===== src/rtl/alarm_ring_ctrl.sv =====
// Alarm ring controller: arms on alarm_en, rings on an hh:mm:00 match, supports
// a bounded number of snoozes, auto-times out, and blinks the ring overlay.
module alarm_ring_ctrl #(
  parameter int SNOOZE_SECS  = 300,
  parameter int RING_SECS    = 60,
  parameter int MAX_SNOOZE   = 3,
  parameter int BLINK_FRAMES = 32
) (
  input  logic       clk,
  input  logic       reset,
  input  logic       sec_tick,
  input  logic       frame_tick,
  input  logic [7:0] hour,
  input  logic [7:0] min,
  input  logic [7:0] sec,
  input  logic [7:0] al_hour,
  input  logic [7:0] al_min,
  input  logic       alarm_en,
  input  logic       stop_btn,
  input  logic       snooze_btn,
  output logic       alarma_on,
  output logic       blink_phase,
  output logic       buzzer,
  output logic       snooze_active,
  output logic [2:0] state
);

  localparam int SEC_MAX = (SNOOZE_SECS > RING_SECS) ? SNOOZE_SECS : RING_SECS;
  localparam int SEC_W   = ($clog2(SEC_MAX + 1) > 9) ? $clog2(SEC_MAX + 1) : 9;
  localparam int SNZ_W   = ($clog2(MAX_SNOOZE + 1) > 1) ? $clog2(MAX_SNOOZE + 1) : 1;
  localparam int BLK_W   = ($clog2(BLINK_FRAMES) > 1) ? $clog2(BLINK_FRAMES) : 1;

  localparam logic [SEC_W-1:0] RING_LIM   = SEC_W'(RING_SECS);
  localparam logic [SEC_W-1:0] SNOOZE_LIM = SEC_W'(SNOOZE_SECS);
  localparam logic [SNZ_W-1:0] SNZ_LIM    = SNZ_W'(MAX_SNOOZE);
  localparam logic [BLK_W-1:0] BLK_LAST   = BLK_W'(BLINK_FRAMES - 1);

  typedef enum logic [2:0] {
    S_OFF     = 3'd0,
    S_ARMED   = 3'd1,
    S_RINGING = 3'd2,
    S_SNOOZED = 3'd3,
    S_DONE    = 3'd4
  } state_t;

  state_t           state_q, state_nxt;
  logic [SEC_W-1:0] sec_cnt_q, sec_cnt_nxt, sec_inc;
  logic [SNZ_W-1:0] snooze_cnt_q, snooze_cnt_nxt;
  logic [BLK_W-1:0] blink_cnt_q, blink_cnt_nxt;
  logic             blink_phase_nxt;
  logic             match;
  logic             ring_timeout;
  logic             snooze_timeout;
  logic             snooze_ok;

  // Raw byte compare; seconds must be exactly zero so the match is one second wide.
  assign match = (hour == al_hour) && (min == al_min) && (sec == 8'h00);

  // Saturating increment so a stuck counter can never wrap back into range.
  assign sec_inc        = (sec_cnt_q == '1) ? sec_cnt_q : sec_cnt_q + SEC_W'(1);
  assign ring_timeout   = sec_tick && (sec_inc >= RING_LIM);
  assign snooze_timeout = sec_tick && (sec_inc >= SNOOZE_LIM);
  assign snooze_ok      = snooze_btn && (snooze_cnt_q < SNZ_LIM);

  always_comb begin
    state_nxt       = S_OFF;
    sec_cnt_nxt     = '0;
    snooze_cnt_nxt  = snooze_cnt_q;
    blink_cnt_nxt   = '0;
    blink_phase_nxt = 1'b0;

    if (!alarm_en) begin
      state_nxt = S_OFF;
    end else begin
      case (state_q)
        S_OFF: state_nxt = S_ARMED;

        S_ARMED: begin
          if (match) begin
            state_nxt       = S_RINGING;
            blink_phase_nxt = 1'b1;
          end else begin
            state_nxt = S_ARMED;
          end
        end

        S_RINGING: begin
          // Priority: stop, then snooze, then timeout.
          if (stop_btn) begin
            state_nxt = S_DONE;
          end else if (snooze_ok) begin
            state_nxt      = S_SNOOZED;
            snooze_cnt_nxt = snooze_cnt_q + SNZ_W'(1);
          end else if (ring_timeout) begin
            state_nxt = S_DONE;
          end else begin
            state_nxt       = S_RINGING;
            sec_cnt_nxt     = sec_tick ? sec_inc : sec_cnt_q;
            blink_cnt_nxt   = blink_cnt_q;
            blink_phase_nxt = blink_phase;
            if (frame_tick) begin
              if (blink_cnt_q == BLK_LAST) begin
                blink_cnt_nxt   = '0;
                blink_phase_nxt = ~blink_phase;
              end else begin
                blink_cnt_nxt = blink_cnt_q + BLK_W'(1);
              end
            end
          end
        end

        S_SNOOZED: begin
          if (stop_btn) begin
            state_nxt = S_DONE;
          end else if (snooze_timeout) begin
            state_nxt       = S_RINGING;
            blink_phase_nxt = 1'b1;
          end else begin
            state_nxt   = S_SNOOZED;
            sec_cnt_nxt = sec_tick ? sec_inc : sec_cnt_q;
          end
        end

        // Wait for the match second to pass so the same minute cannot retrigger.
        S_DONE: state_nxt = match ? S_DONE : S_ARMED;

        default: state_nxt = S_OFF;
      endcase
    end

    if (state_nxt == S_ARMED) begin
      snooze_cnt_nxt = '0;
    end
  end

  always_ff @(posedge clk or negedge reset) begin
    if (!reset) begin
      state_q       <= S_OFF;
      sec_cnt_q     <= '0;
      snooze_cnt_q  <= '0;
      blink_cnt_q   <= '0;
      blink_phase   <= 1'b0;
      alarma_on     <= 1'b0;
      buzzer        <= 1'b0;
      snooze_active <= 1'b0;
    end else begin
      state_q       <= state_nxt;
      sec_cnt_q     <= sec_cnt_nxt;
      snooze_cnt_q  <= snooze_cnt_nxt;
      blink_cnt_q   <= blink_cnt_nxt;
      blink_phase   <= blink_phase_nxt;
      alarma_on     <= (state_nxt == S_RINGING);
      buzzer        <= (state_nxt == S_RINGING) && blink_phase_nxt;
      snooze_active <= (state_nxt == S_SNOOZED);
    end
  end

  assign state = state_q;

endmodule


===== config.mk =====
export PLATFORM = sky130hd
export DESIGN_NAME = alarm_ring_ctrl
export DESIGN_NICKNAME = d
export VERILOG_FILES = /design/src/rtl/alarm_ring_ctrl.sv
export SDC_FILE = /design/constraint.sdc
export NUM_CORES = 1
export LEC_CHECK = 0
export ABC_AREA = 1
export CORE_MARGIN = 5
export CORE_UTILIZATION = 47
export DETAILED_ROUTE_END_ITERATION = 8
export GPL_TIMING_DRIVEN = 0
export PLACE_DENSITY_LB_ADDON = 0.2
export SKIP_LAST_GASP = 1
export SLEW_MARGIN = 20
export SYNTH_ARGS = -nofsm -noshare
export SYNTH_HDL_FRONTEND = slang
export SYNTH_SLANG_ARGS = --single-unit
export TNS_END_PERCENT = 100

===== constraint.sdc =====
create_clock -name clk -period 2.1 [get_ports clk]
set_clock_uncertainty 0.05 [all_clocks]
set_input_delay 0.315 -clock clk [delete_from_list [all_inputs] [get_ports clk]]
set_output_delay 0.315 -clock clk [all_outputs]
set_load 0.01 [all_outputs]

* Word-level counts from Yosys, hierarchy flattened *
Cells that the tools add are included.

storage, ports and cells
  input port bits = 47
  logic and storage cells = 80
  register bits = 23
  output and inout bits = 7

operators by class
  add/sub/neg operators = 3
  $lt $le $gt $ge = 3
  reductions and logical operators = 12
  eq/ne operators = 13
  bitwise gates (word level) = 1
  mux-type cells = 40

operators with widths
  operator             number
  $mux 9               8
  $mux 5               7
  $mux 3               6
  $pmux 9 s2           1
  $eq 8x8->1           2
  $pmux 3 s5           1
  $eq 3x2->1 const B   4
  $mux 2               6
  $mux 1               10
  $add 9x1->9 const B  1
  $eq 9x9->1 const B   1
  $ge 9x6->1 const B   1
  $ge 9x9->1 const B   1
  $logic_not 8->1      1
  $eq 3x1->1 const B   2
  $logic_and 1x1->1    6
  $ne 6x6->1 const B   1
  $reduce_bool 2->1    3
  $add 5x1->5 const B  1
  $eq 5x5->1 const B   1
  $reduce_and 4->1     1
  $eq 3x3->1 const B   1
  $logic_not 3->1      1
  $pmux 1 s3           1
  other kinds (4)      4

* Logic depth before layout (Yosys ltp) *
Gate-level depths: netlist of run 1.

  depth after elaboration = 12
  depth in mapped cells = 15
  mapped depth without buffers = 15

* Worst setup path before layout of run 1 *
Ideal clock, no wire load.

  path kind = flip-flop to flip-flop
  start = register sec_cnt_q[0]
  end = register snooze_cnt_q[0]
  data required time = 1.930 ns
  slack = 0.282 ns
  arrival time = 1.648 ns
  cell stages (with the launch flop) = 14
  clock period less this slack = 1.818 ns
  library setup time = 0.120 ns
  path buffers = 0
  cells stage by stage = dfrtp_1 > ha_1 > nand2_4 > nor2_4 > nand3_4 > nand3_2 > nor2_1 > nand3_2 > nand2_1 > nand2_2 > nand2_1 > nand2_2 > nor2_2 > nor2_1

on the way
  word-level cells in the longest chain between the ends = 12
  elaborated cells on any way between the ends = 21
  classes of those cells = 1 x add/sub; 2 x order compare; 3 x eq/ne; 9 x mux; 6 x reduce/logical

ends and longest elaborated chain
  what                                                              RTL line  RTL
  from (decl)                                                       47        logic [SEC_W-1:0] sec_cnt_q, sec_cnt_nxt, sec_inc;
  from (signal assigned)                                            148       sec_cnt_q <= sec_cnt_nxt;
  $add 9x1->9 / $eq 9x9->1 (equally long branches)                  60        assign sec_inc = (sec_cnt_q == '1) ? sec_cnt_q : sec_cnt_q + SEC_W'(1);
  $mux 9 (*)                                                        60
  $ge 9x6->1                                                        61        assign ring_timeout = sec_tick && (sec_inc >= RING_LIM);
  $logic_and 1x1->1                                                 61
  $mux 3                                                            94        end else if (ring_timeout) begin
  $mux 3                                                            91        end else if (snooze_ok) begin
  $mux 3                                                            89        if (stop_btn) begin
  $pmux 3 s5 (*)                                                    75        case (state_q)
  $mux 3 (*)                                                        72        if (!alarm_en) begin
  $eq 3x1->1 (*)                                                    131       if (state_nxt == S_ARMED) begin
  $ne 2x1->1 (no line) / $reduce_bool 2->1 (equally long branches)  --
  $reduce_and 4->1 (no line)                                        --
  to (signal assigned)                                              149       snooze_cnt_q <= snooze_cnt_nxt;
  to (decl)                                                         48        logic [SNZ_W-1:0] snooze_cnt_q, snooze_cnt_nxt;

Every way passes the cells marked *; elsewhere a longest branch is shown, timed or not.
A chain may end at the register's enable or synchronous reset.

* Final worst setup path of run 1 *
  start = register sec_cnt_q[0]
  end = register sec_cnt_q[8]

on the way
  word-level cells in the longest chain between the ends = 9
  elaborated cells on any way between the ends = 15
  classes of those cells = 1 x add/sub; 2 x order compare; 1 x eq/ne; 9 x mux; 2 x reduce/logical

ends and longest elaborated chain
  what                                              RTL line
  $add 9x1->9 / $eq 9x9->1 (equally long branches)  60
  $mux 9 (*)                                        60
  $ge 9x6->1                                        61
  $logic_and 1x1->1                                 61
  $mux 9                                            94
  $mux 9                                            91
  $mux 9                                            89
  $pmux 9 s2 (*)                                    75
  $mux 9 (*)                                        72
  named net sec_cnt_nxt[8]                          47

The timed path passes the listed nets; every way through them passes the cells marked *.

==> impl_metrics.csv, run 1 <==
group,metric,value,unit
run_status,status,"finished, violations left",
run_status,violations,"negative hold slack",
setup_path,crit_required,2190,ps
placed_design,dp_hpwl,3160,um
sta,setup_viol,0,
placed_design,dp.cells,328,
placed_design,postPlaceCellArea,2340,um^2
sta,worstMarginPinSlew,525,ps
power_and_ir_drop,power,0.900,mW
drt,finalWirelength,3880,um
setup_path,cp-end-kind,"flip-flop",
floorplan,die_area,5040,um^2
placed_design,portBuffers,53,
run,maxCapViolations,0,
worst_hold_path,hp-class,"primary input to asynchronous set/reset pin",
cts,clockRootBuffer,"clkbuf_8",
finish,layout-drive-gt1-share,19.0,%
finish,num_antenna_cells,0,
logic_synthesis,synthTopCellsByCount,"nand2_1 (38), nor2_1 (27), dfrtp_1 (23), inv_1 (23), nand3_1 (15)",
logic_synthesis,ys_ff_latch,23,
sta,hold_violations,23,
sta,min_period,1910,ps
drt,drtPass1Iterations,4,
floorplan,die_w,71.0,um
setup_path,critPathKind,"flip-flop to flip-flop",
finish,final_cell_area,2440,um^2
setup_path,r2r-end,"sec_cnt_q[8]",
logic_synthesis,syn_nets,278,
logic_synthesis,synth.most_common_cell,"nand2_1",
setup_path,rrSetupSlack,190,ps
floorplan,start_util,48.1,%
cts,clock_sinks,23,
cts,cts_buffers,3,
logic_synthesis,ys_async_sr_fraction,100,%
power_and_ir_drop,peakVddDrop,0.377,mV
floorplan,ios,54,
logic_synthesis,synth.top_cell.area_share,33.0,%
placed_design,place.gp.congestion,0.788,
cts,htree_num_levels,1,
drt,drc_errors,0,
sta,slew_headroom,65.0,%
setup_path,path_max_fanout,9,
global_route,grt_pass1_wl,6570,um
logic_synthesis,ys_types,31,
drt,vias,1643,
sta,maxSlewViolCount,0,
drt,dr.first_iter.drc_count,66,
floorplan,placeableCoreArea,3630,um^2
logic_synthesis,yosys.area.top_type,"dfrtp_1",
logic_synthesis,synth_edf_count,0,
logic_synthesis,syn-instance-count,227,
logic_synthesis,synth_area_per_cell,7.69,um^2
drt,wire_per_inst,11.5,um
setup_path,reg2regPathDepth,12,
logic_synthesis,yosysWarnings,0,
setup_path,start_kind,"flip-flop",
sta,fmax,523,MHz
logic_synthesis,syn_area,1750,um^2
power_and_ir_drop,p_leak,1.08,nW
cts,hold_buffers,0,
logic_synthesis,synth_area_leaders,"dfrtp_1 (33%), nand2_1 (8.2%), nor2_1 (5.8%), nor2_2 (5.0%), xnor2_1 (5.0%)",
global_route,grt_usage,15.9,%
finish,fill_cells,319,
logic_synthesis,seq_area_frac_synth,33.0,%
cts,clkSlewWorstSetupHoldPaths,90,ps
global_route,grt_overflow,0,
setup_path,critPathArrivalTime,2000,ps
sta,fin_hold_ws,-40.5,ps
cts,clk_latency,270,ps
cts,cts_tree,"yes",
global_route,first_global_vias,1552,
drt,via_per_inst,4.88,
floorplan,die_h,71.0,um
floorplan,rows,22,
global_route,antenna_found_initial,0,
drt,ant_nets,0,
finish,utilization,67.1,%
power_and_ir_drop,power_density,369,nW/um^2
finish,instances_no_fill,337,
sta,fin_crit_sh,91.0,%
finish,nNetsFinal,341,
global_route,grt_max_degree,24,
setup_path,r2r_start,"sec_cnt_q[0]",
cts,clock_path_buffers,2,
logic_synthesis,synthFlopType,"dfrtp_1",
finish,syn2layout_area_growth,39.5,%
worst max path at each step:
stage	slack, ps	to	from
after floorplan	280	snooze_cnt_q[0]	sec_cnt_q[0]
after global placement	-60	sec_cnt_q[4]	sec_tick
after detailed placement	-80	sec_cnt_q[8]	sec_tick
after CTS	60	snooze_cnt_q[1]	sec_cnt_q[0]
after global routing	-5	snooze_cnt_q[1]	sec_cnt_q[1]
final	190	sec_cnt_q[8]	sec_cnt_q[0]
placed cells by master, fill, tap and decap left out, types with 3 or more instances in the layout:
master           count
buf_4                6
nor2_1              27
clkbuf_8             3
nand2_1             38
xnor2_1             10
ha_1                 3
nor3_1               4
o21ai_0              7
nand3_1             15
nor2_4               4
nand3_2              3
inv_1               23
xor2_1               9
clkdlybuf4s50_1     52
a21oi_1             11
dfrtp_1             23
nor2_2              12
nand4_1              5
inv_2                5
nand2_2             10
state kept, by name, summed over array words and instances (netlist names):
signal / count
sec_cnt_q: 9
snooze_cnt_q: 2
alarma_on: 1
blink_phase: 1
buzzer: 1
blink_cnt_q: 5
state: 3
snooze_active: 1
critical path: stages, from the launching register on:
cell      delay, ps
dfrtp_1         430
ha_4            190
nand2_4          60
nor2_4          120
nand3_4         160
a21oi_4         170
nand3_2          70
nand2_1          70
inv_2            60
nand3_1          80
nand2_2          70
o211ai_4        200
nor2_2           50
repair_timing:
| action | 4_1_cts | 5_1_grt |
|---|---|---|
| buffers inserted | 0 | 5 |
| gates resized for setup | 0 | 4 |
| hold endpoints to repair | 0 | 0 |
| setup endpoints to repair | 0 | 17 |
cell type report:
class	instances	area, um^2	area share [%]
Buffer	1	7.51	0.308
Clock buffer	4	45.0	1.85
Inverter	28	105	4.31
Multi-Input combinational cell	175	1080	44.4
Sequential cell	23	576	23.6
Tap cell	48	60.1	2.46
Timing Repair Buffer	58	563	23.1
per-layer routing:
metal | vias to the layer above | global-route usage [%] | share of wire [%]
met5 | - | 0 | 0
met4 | 0 | 3.13 | 0.57
met3 | 2 | 5.26 | 6.6
met2 | 35 | 27.0 | 49
met1 | 747 | 19.7 | 44
li1 | 859 | - | -
logic make-up (layout without fill, tap and decap cells):
logic type,after synthesis,count (layout),share of synthesized area (%)
xor+xnor,19,19,9.53
compound gates,25,25,9.89
buf+inv,29,91,6.45
mux,2,2,1.15
simple gates,125,125,37.2
fa+ha+maj,4,4,2.87
flops,23,23,33.0
per-stage QoR:
| step | setup WS (ps) | hold WS [ps] | TNS [ps] |
|---|---|---|---|
| 2_1_floorplan | 282 | -30.6 | 0 |
| 3_3_place_gp | -56.4 | 476 | -589 |
| 3_5_place_dp | -84.8 | 480 | -932 |
| 4_1_cts | 55.8 | 499 | 0 |
| 5_1_grt | -5.37 | 0.754 | -6.99 |
| 6_report | 190 | -40.5 | 0 |
where the power goes:
group	switching [mW]	internal [mW]	leakage [nW]
Combinational	0.0681	0.106	0.736
Clock	0.145	0.136	0.0228
Sequential	0.00105	0.444	0.320
(Power assumes the default switching activity.)
==> run 2, diff against run 1 <==
ABC_AREA = unset   (was 1)
ABC_CLOCK_PERIOD_IN_PS = 2100   (was unset)
==> run 2 against run 1 <==
Net effect: the run ends with negative hold slack, negative setup slack left; area after synthesis up 2.5%; routed wire length up 23%; synthesized cell count down 11%; final cell count down 6.5%; maximum frequency down 9.8%; core utilization up 5.1 points; register-to-register slack worse by 210 ps.
==> impl_metrics.csv, run 2 <==
group,metric,value,unit
drt,dr.first_iter.drc_count,199,
setup_path,path_max_fanout,5,
cts,clockRootBuffer,"clkbuf_8",
logic_synthesis,synth.most_common_cell,"dfrtp_1",
floorplan,start_util,48.5,%
global_route,grt_overflow,0,
placed_design,dp_slack,-232,ps
placed_design,dp.cells,301,
finish,utilization,72.2,%
floorplan,placeableCoreArea,3690,um^2
cts,cts_tree,"yes",
floorplan,rows,22,
logic_synthesis,syn_area,1790,um^2
setup_path,cp_slowest_cell,"dfrtp_1",
setup_path,critPathLaunch,"sec_cnt_q[0]",
sta,maxSlewViolCount,0,
sta,setup_viol,7,
floorplan,die_h,71.7,um
logic_synthesis,ys_ff_latch,23,
finish,largest_register_ff_count,9,
floorplan,die_w,71.7,um
drt,vias,1822,
placed_design,portBuffers,52,
power_and_ir_drop,peakVddDrop,0.264,mV
logic_synthesis,synth_edf_count,0,
finish,num_antenna_cells,0,
logic_synthesis,syn-instance-count,201,
logic_synthesis,synthFlopType,"dfrtp_1",
logic_synthesis,synth_area_leaders,"dfrtp_1 (32%), xnor2_1 (8.3%), a211oi_2 (5.6%), o21ai_0 (3.9%), nor3_1 (3.6%)",
sta,worstMarginPinSlew,597,ps
drt,drtPass1Iterations,4,
sta,min_period,2120,ps
power_and_ir_drop,p_leak,1.02,nW
sta,slew_headroom,60.1,%
setup_path,cpPeakStageDelay,430,ps
sta,fin_hold_ws,-37.9,ps
run_status,status,"finished, violations left",
global_route,first_global_vias,1770,
setup_path,r2r-end,"state[2]",
placed_design,postPlaceCellArea,2390,um^2
setup_path,cp-end-kind,"flip-flop",
finish,layout-drive-gt1-share,24.0,%
sta,fin_crit_sh,101,%
cts,clk_latency,260,ps
cts,htree_num_levels,1,
drt,via_per_inst,5.78,
setup_path,crit_path_end,"state[2]",
sta,hold_violations,23,
setup_path,start_kind,"flip-flop",
setup_path,reg2regPathDepth,7,
global_route,grt_pass1_wl,7550,um
finish,final_cell_mix,"clkdlybuf4s50_1 (50), dfrtp_1 (20), xnor2_1 (17)",
placed_design,place.gp.congestion,0.895,
setup_path,path_cells,"ha_4 -> and2_4 -> a311oi_1 -> o21a_1 -> a21oi_1 -> or3b_1 -> a31oi_2",
cts,clock_path_buffers,2,
logic_synthesis,syn_nets,252,
run,maxCapViolations,0,
finish,final_common_cell,"clkdlybuf4s50_1",
logic_synthesis,seq_area_frac_synth,32.1,%
drt,finalWirelength,4780,um
logic_synthesis,ys_async_sr_fraction,100,%
logic_synthesis,yosys.area.top_type,"dfrtp_1",
sta,fmax,472,MHz
drt,ant_nets,0,
logic_synthesis,ys_types,51,
sta,setup_ws,-17.0,ps
finish,syn2layout_area_growth,48.8,%
cts,cts_buffers,3,
setup_path,r2r_start,"sec_cnt_q[0]",
finish,largest_register,"sec_cnt_q",
drt,wire_per_inst,15.2,um
power_and_ir_drop,power_density,335,nW/um^2
sta,grt_setup_unrepaired,"yes",
cts,clock_sinks,23,
setup_path,critPathKind,"flip-flop to flip-flop",
global_route,grt_max_degree,24,
global_route,grt_usage,17.7,%
cts,hold_buffers,0,
logic_synthesis,synthTopCellsByCount,"dfrtp_1 (23), xnor2_1 (17), o21ai_0 (14)",
worst_hold_path,hp-class,"primary input to asynchronous set/reset pin",
global_route,antenna_found_initial,0,
setup_path,rrSetupSlack,-20,ps
finish,nNetsFinal,319,
setup_path,critPathArrivalTime,2250,ps
power_and_ir_drop,power,0.892,mW
logic_synthesis,synth_area_per_cell,8.91,um^2
floorplan,ios,54,
sta,setup_tns,-34.6,ps
run_status,violations,"negative hold slack, negative setup slack",
placed_design,dp_hpwl,3370,um
logic_synthesis,synth.top_cell.area_share,32.1,%
floorplan,die_area,5140,um^2
setup_path,crit_required,2230,ps
drt,drc_errors,0,
logic_synthesis,yosysWarnings,0,
finish,instances_no_fill,315,
cts,clkSlewWorstSetupHoldPaths,90,ps
finish,final_cell_area,2660,um^2
[run 2: cell types whose count changed in the layout (fill, tap and decap cells not counted), sizes merged, moves of 4 or more]
cell    previous run  this run
nor2              43         7
nand3             19         5
nor3b              0         4
buf                7        19
o21ai              9        15
and3               1         6
xor2               9         3
inv               28         7
nand2             49        12
a211oi             1         9
mux2i              2         6
nor3               5        13
xnor2             10        17
[run 2: what timing repair did]
| action | in CTS | in global routing |
|---|---|---|
| buffers inserted | 7 | 5 |
| pin swaps | 8 | 13 |
| gates resized for setup | 6 | 33 |
| cloned | 1 | 0 |
| setup endpoints to repair | 19 | 22 |
[run 2: kinds of logic after synthesis]
kind of cell             share of synthesized area, %
flip-flops                                       32.1
buffers and inverters                            4.82
adder cells (fa/ha/maj)                          2.80
AND/OR/NAND/NOR                                  23.1
multiplexers                                     3.98
AO/OA/AOI/OAI                                    23.4
XOR/XNOR                                         9.78
[run 2: how the worst min path moves through the flow]
stage | to | slack, ps | depth (start not counted)
after global routing | blink_cnt_q[4] | 10 | 1
after detailed placement | snooze_cnt_q[0] | 500 | 2
after floorplan | alarma_on | -30 | 0
after CTS | blink_cnt_q[1] | 440 | 3
final | blink_cnt_q[4] | -40 | 1
after global placement | snooze_cnt_q[0] | 510 | 2
[run 2: cell type report]
type                       instances  area, um^2
inverter                           7        28.8
timing repair buffer              65         623
buffer                             7        51.3
tap                               48        60.1
clock inverter                     1        7.51
fill                             307        1020
clock buffer                       3        41.3
sequential                        23         579
multi-input combinational        161        1270
[run 2: report_power, final]
part	switching, mW	total [mW]	internal (mW)	leakage, nW
Clock	0.150	0.284	0.134	0.0217
Sequential	0.00288	0.446	0.443	0.314
Combinational	0.0575	0.161	0.104	0.679
Total	0.210	0.892	0.681	1.02
[run 2: metal layers]
metal,part of all wire [%],up-vias,routed length [um],global-route usage (%)
met4,2.4,0,116,5.43
met5,0,-,0,0
met3,8.5,12,408,4.91
met1,40,853,1930,21.7
li1,-,883,-,-
met2,49,74,2330,29.8
[run 2: worst max-delay path: cells and delay by family (launching register included)]
kind                     cells  cell delay, ps
AND/OR/NAND/NOR              2             540
flip-flops                   1             430
AO/OA/AOI/OAI                4             830
adder cells (fa/ha/maj)      1             190
==> run 3, diff against run 2 <==
ABC_CLOCK_PERIOD_IN_PS = 2600   (was 2100)
CORE_UTILIZATION = 48   (was 47)
CTS_BUF_LIST = sky130_fd_sc_hd__clkbuf_8   (was unset)
CTS_CLUSTER_DIAMETER = 50   (was unset)
clock period = 2.6 ns   (was 2.1 ns; I/O delays follow)
==> run 3 against run 2 <==
Net effect: the flow now finishes without violations; power fell by 19%; first-iteration DRC count decreased by 43%; combinational power fell by 19%; worst setup slack gained 210 ps; sequential power is 20% lower; die area shrank 1.8%; worst hold slack gained 74 ps; critical path depth increased by 1; final cell count down 3.5%; clock-buffer cell count did not move; non-clock buffer count down 11; sequential share of layout area rose by 2.1 points.
==> impl_metrics.csv, run 3 (synthesis gave the netlist of run 2 again) <==
group,metric,value,unit
drt,finalWirelength,4450,um
cts,cts_resized,0,
floorplan,start_util,49.3,%
cts,hold_buffers,0,
finish,final_cell_area,2410,um^2
finish,nNetsFinal,308,
setup_path,crit_family,"compound AO/OA/AOI/OAI gates",
run_status,status,"complete, no violations",
sta,hold_violations,0,
drt,via_per_inst,5.86,
setup_path,path_max_fanout,10,
finish,final_common_cell,"clkdlybuf4s50_1",
cts,clk_latency,270,ps
placed_design,dp_slack,107,ps
sta,fmax,415,MHz
global_route,first_global_vias,1786,
setup_path,cpPeakStageDelay,430,ps
finish,layout-drive-gt1-share,11.3,%
cts,htree_num_levels,1,
drt,vias,1781,
power_and_ir_drop,p_leak,0.931,nW
cts,clock_sinks,23,
floorplan,ios,54,
worst_hold_path,hp-class,"primary input to asynchronous set/reset pin",
drt,dr.first_iter.drc_count,113,
finish,final_cell_mix,"clkdlybuf4s50_1 (51), dfrtp_1 (23), xnor2_1 (17)",
cts,clkSlewWorstSetupHoldPaths,90,ps
sta,setup_viol,0,
placed_design,portBuffers,52,
setup_path,path_buf_inv,1,
global_route,grt_max_degree,24,
placed_design,dp.cells,301,
sta,maxSlewViolCount,0,
cts,cts_buffers,3,
sta,worstMarginPinSlew,570,ps
setup_path,start_kind,"flip-flop",
global_route,grt_overflow,0,
drt,ant_nets,0,
sta,setup_ws,190,ps
placed_design,postPlaceCellArea,2370,um^2
setup_path,path_cells,"ha_1 -> and2_1 -> a311oi_2 -> o21ai_1 -> a21oi_2 -> nand2_2 -> buf_2 -> a211oi_2",
drt,wire_per_inst,14.6,um
drt,drtPass1Iterations,4,
finish,syn2layout_area_growth,34.9,%
setup_path,crit_required,2730,ps
run,maxCapViolations,0,
cts,clockRootBuffer,"clkbuf_8",
floorplan,die_w,71.1,um
setup_path,critPathKind,"flip-flop to flip-flop",
floorplan,die_h,71.1,um
sta,setup_tns,0,ps
setup_path,crit_cells,8,
finish,largest_register_ff_count,9,
cts,cts_setup_buffers,0,
cts,clock_path_buffers,2,
finish,num_antenna_cells,0,
global_route,grt_usage,18.7,%
floorplan,die_area,5050,um^2
power_and_ir_drop,power_density,298,nW/um^2
setup_path,reg2regPathDepth,8,
setup_path,critPathArrivalTime,2540,ps
sta,fin_crit_sh,92.7,%
global_route,antenna_found_initial,0,
floorplan,placeableCoreArea,3630,um^2
power_and_ir_drop,peakVddDrop,0.221,mV
drt,drc_errors,0,
setup_path,cp-end-kind,"flip-flop",
finish,instances_no_fill,304,
sta,slew_headroom,61.9,%
cts,cts_tree,"yes",
placed_design,place.gp.congestion,0.857,
floorplan,rows,22,
finish,largest_register,"sec_cnt_q",
placed_design,dp_hpwl,3530,um
sta,min_period,2410,ps
setup_path,cp_slowest_cell,"dfrtp_1",
global_route,grt_pass1_wl,7770,um
-- run 3: cell types whose count changed in the layout (fill, tap and decap cells not counted), sizes merged --
cell	previous run	this run
clkinvlp	1	0
dlymetal6s2s	1	0
buf	19	7
clkdlybuf4s50	50	51
clkinv	0	1
clkbuf	5	6
-- run 3: through the flow --
stage	util (%)	hold slack [ps]	power, mW
after floorplan	-	44.4	0.407
after global placement	65.3	507	0.496
after detailed placement	65.3	535	0.498
after CTS	66.5	486	0.727
after global routing	66.5	82.7	0.756
final	66.5	36.0	0.720
-- run 3: final timing paths --
kind	from	endpoint	slack, ps
setup / recovery	sec_cnt_q[0]	sec_cnt_q[7]	190
hold / removal	reset	blink_cnt_q[2]	40
setup reg to reg	sec_cnt_q[0]	sec_cnt_q[7]	190
hold reg to reg	blink_cnt_q[1]	blink_cnt_q[1]	560
max in group asynchronous	reset	sec_cnt_q[4]	2110
min in group clk	frame_tick	blink_cnt_q[1]	490
-- run 3: layout make-up --
type,instances,area (um^2)
buffer,9,53.8
clock buffer,3,41.3
clock inverter,1,5.00
fill,334,1220
inverter,7,28.8
multi-input combinational,161,1130
sequential,23,576
tap,48,60.1
timing repair buffer,52,515
-- run 3: metal layers --
metal | track usage (%) | up-vias | part of all wire (%)
met5 | 0 | - | 0
met4 | 6.26 | 0 | 2.3
met3 | 4.69 | 15 | 8.9
met2 | 31.3 | 79 | 45
met1 | 23.5 | 826 | 44
li1 | - | 861 | -
-- run 3: where the power goes --
part	total, mW	internal [mW]	switching (mW)
Combinational	0.130	0.0834	0.0468
Sequential	0.359	0.358	0.000406
Clock	0.232	0.107	0.124
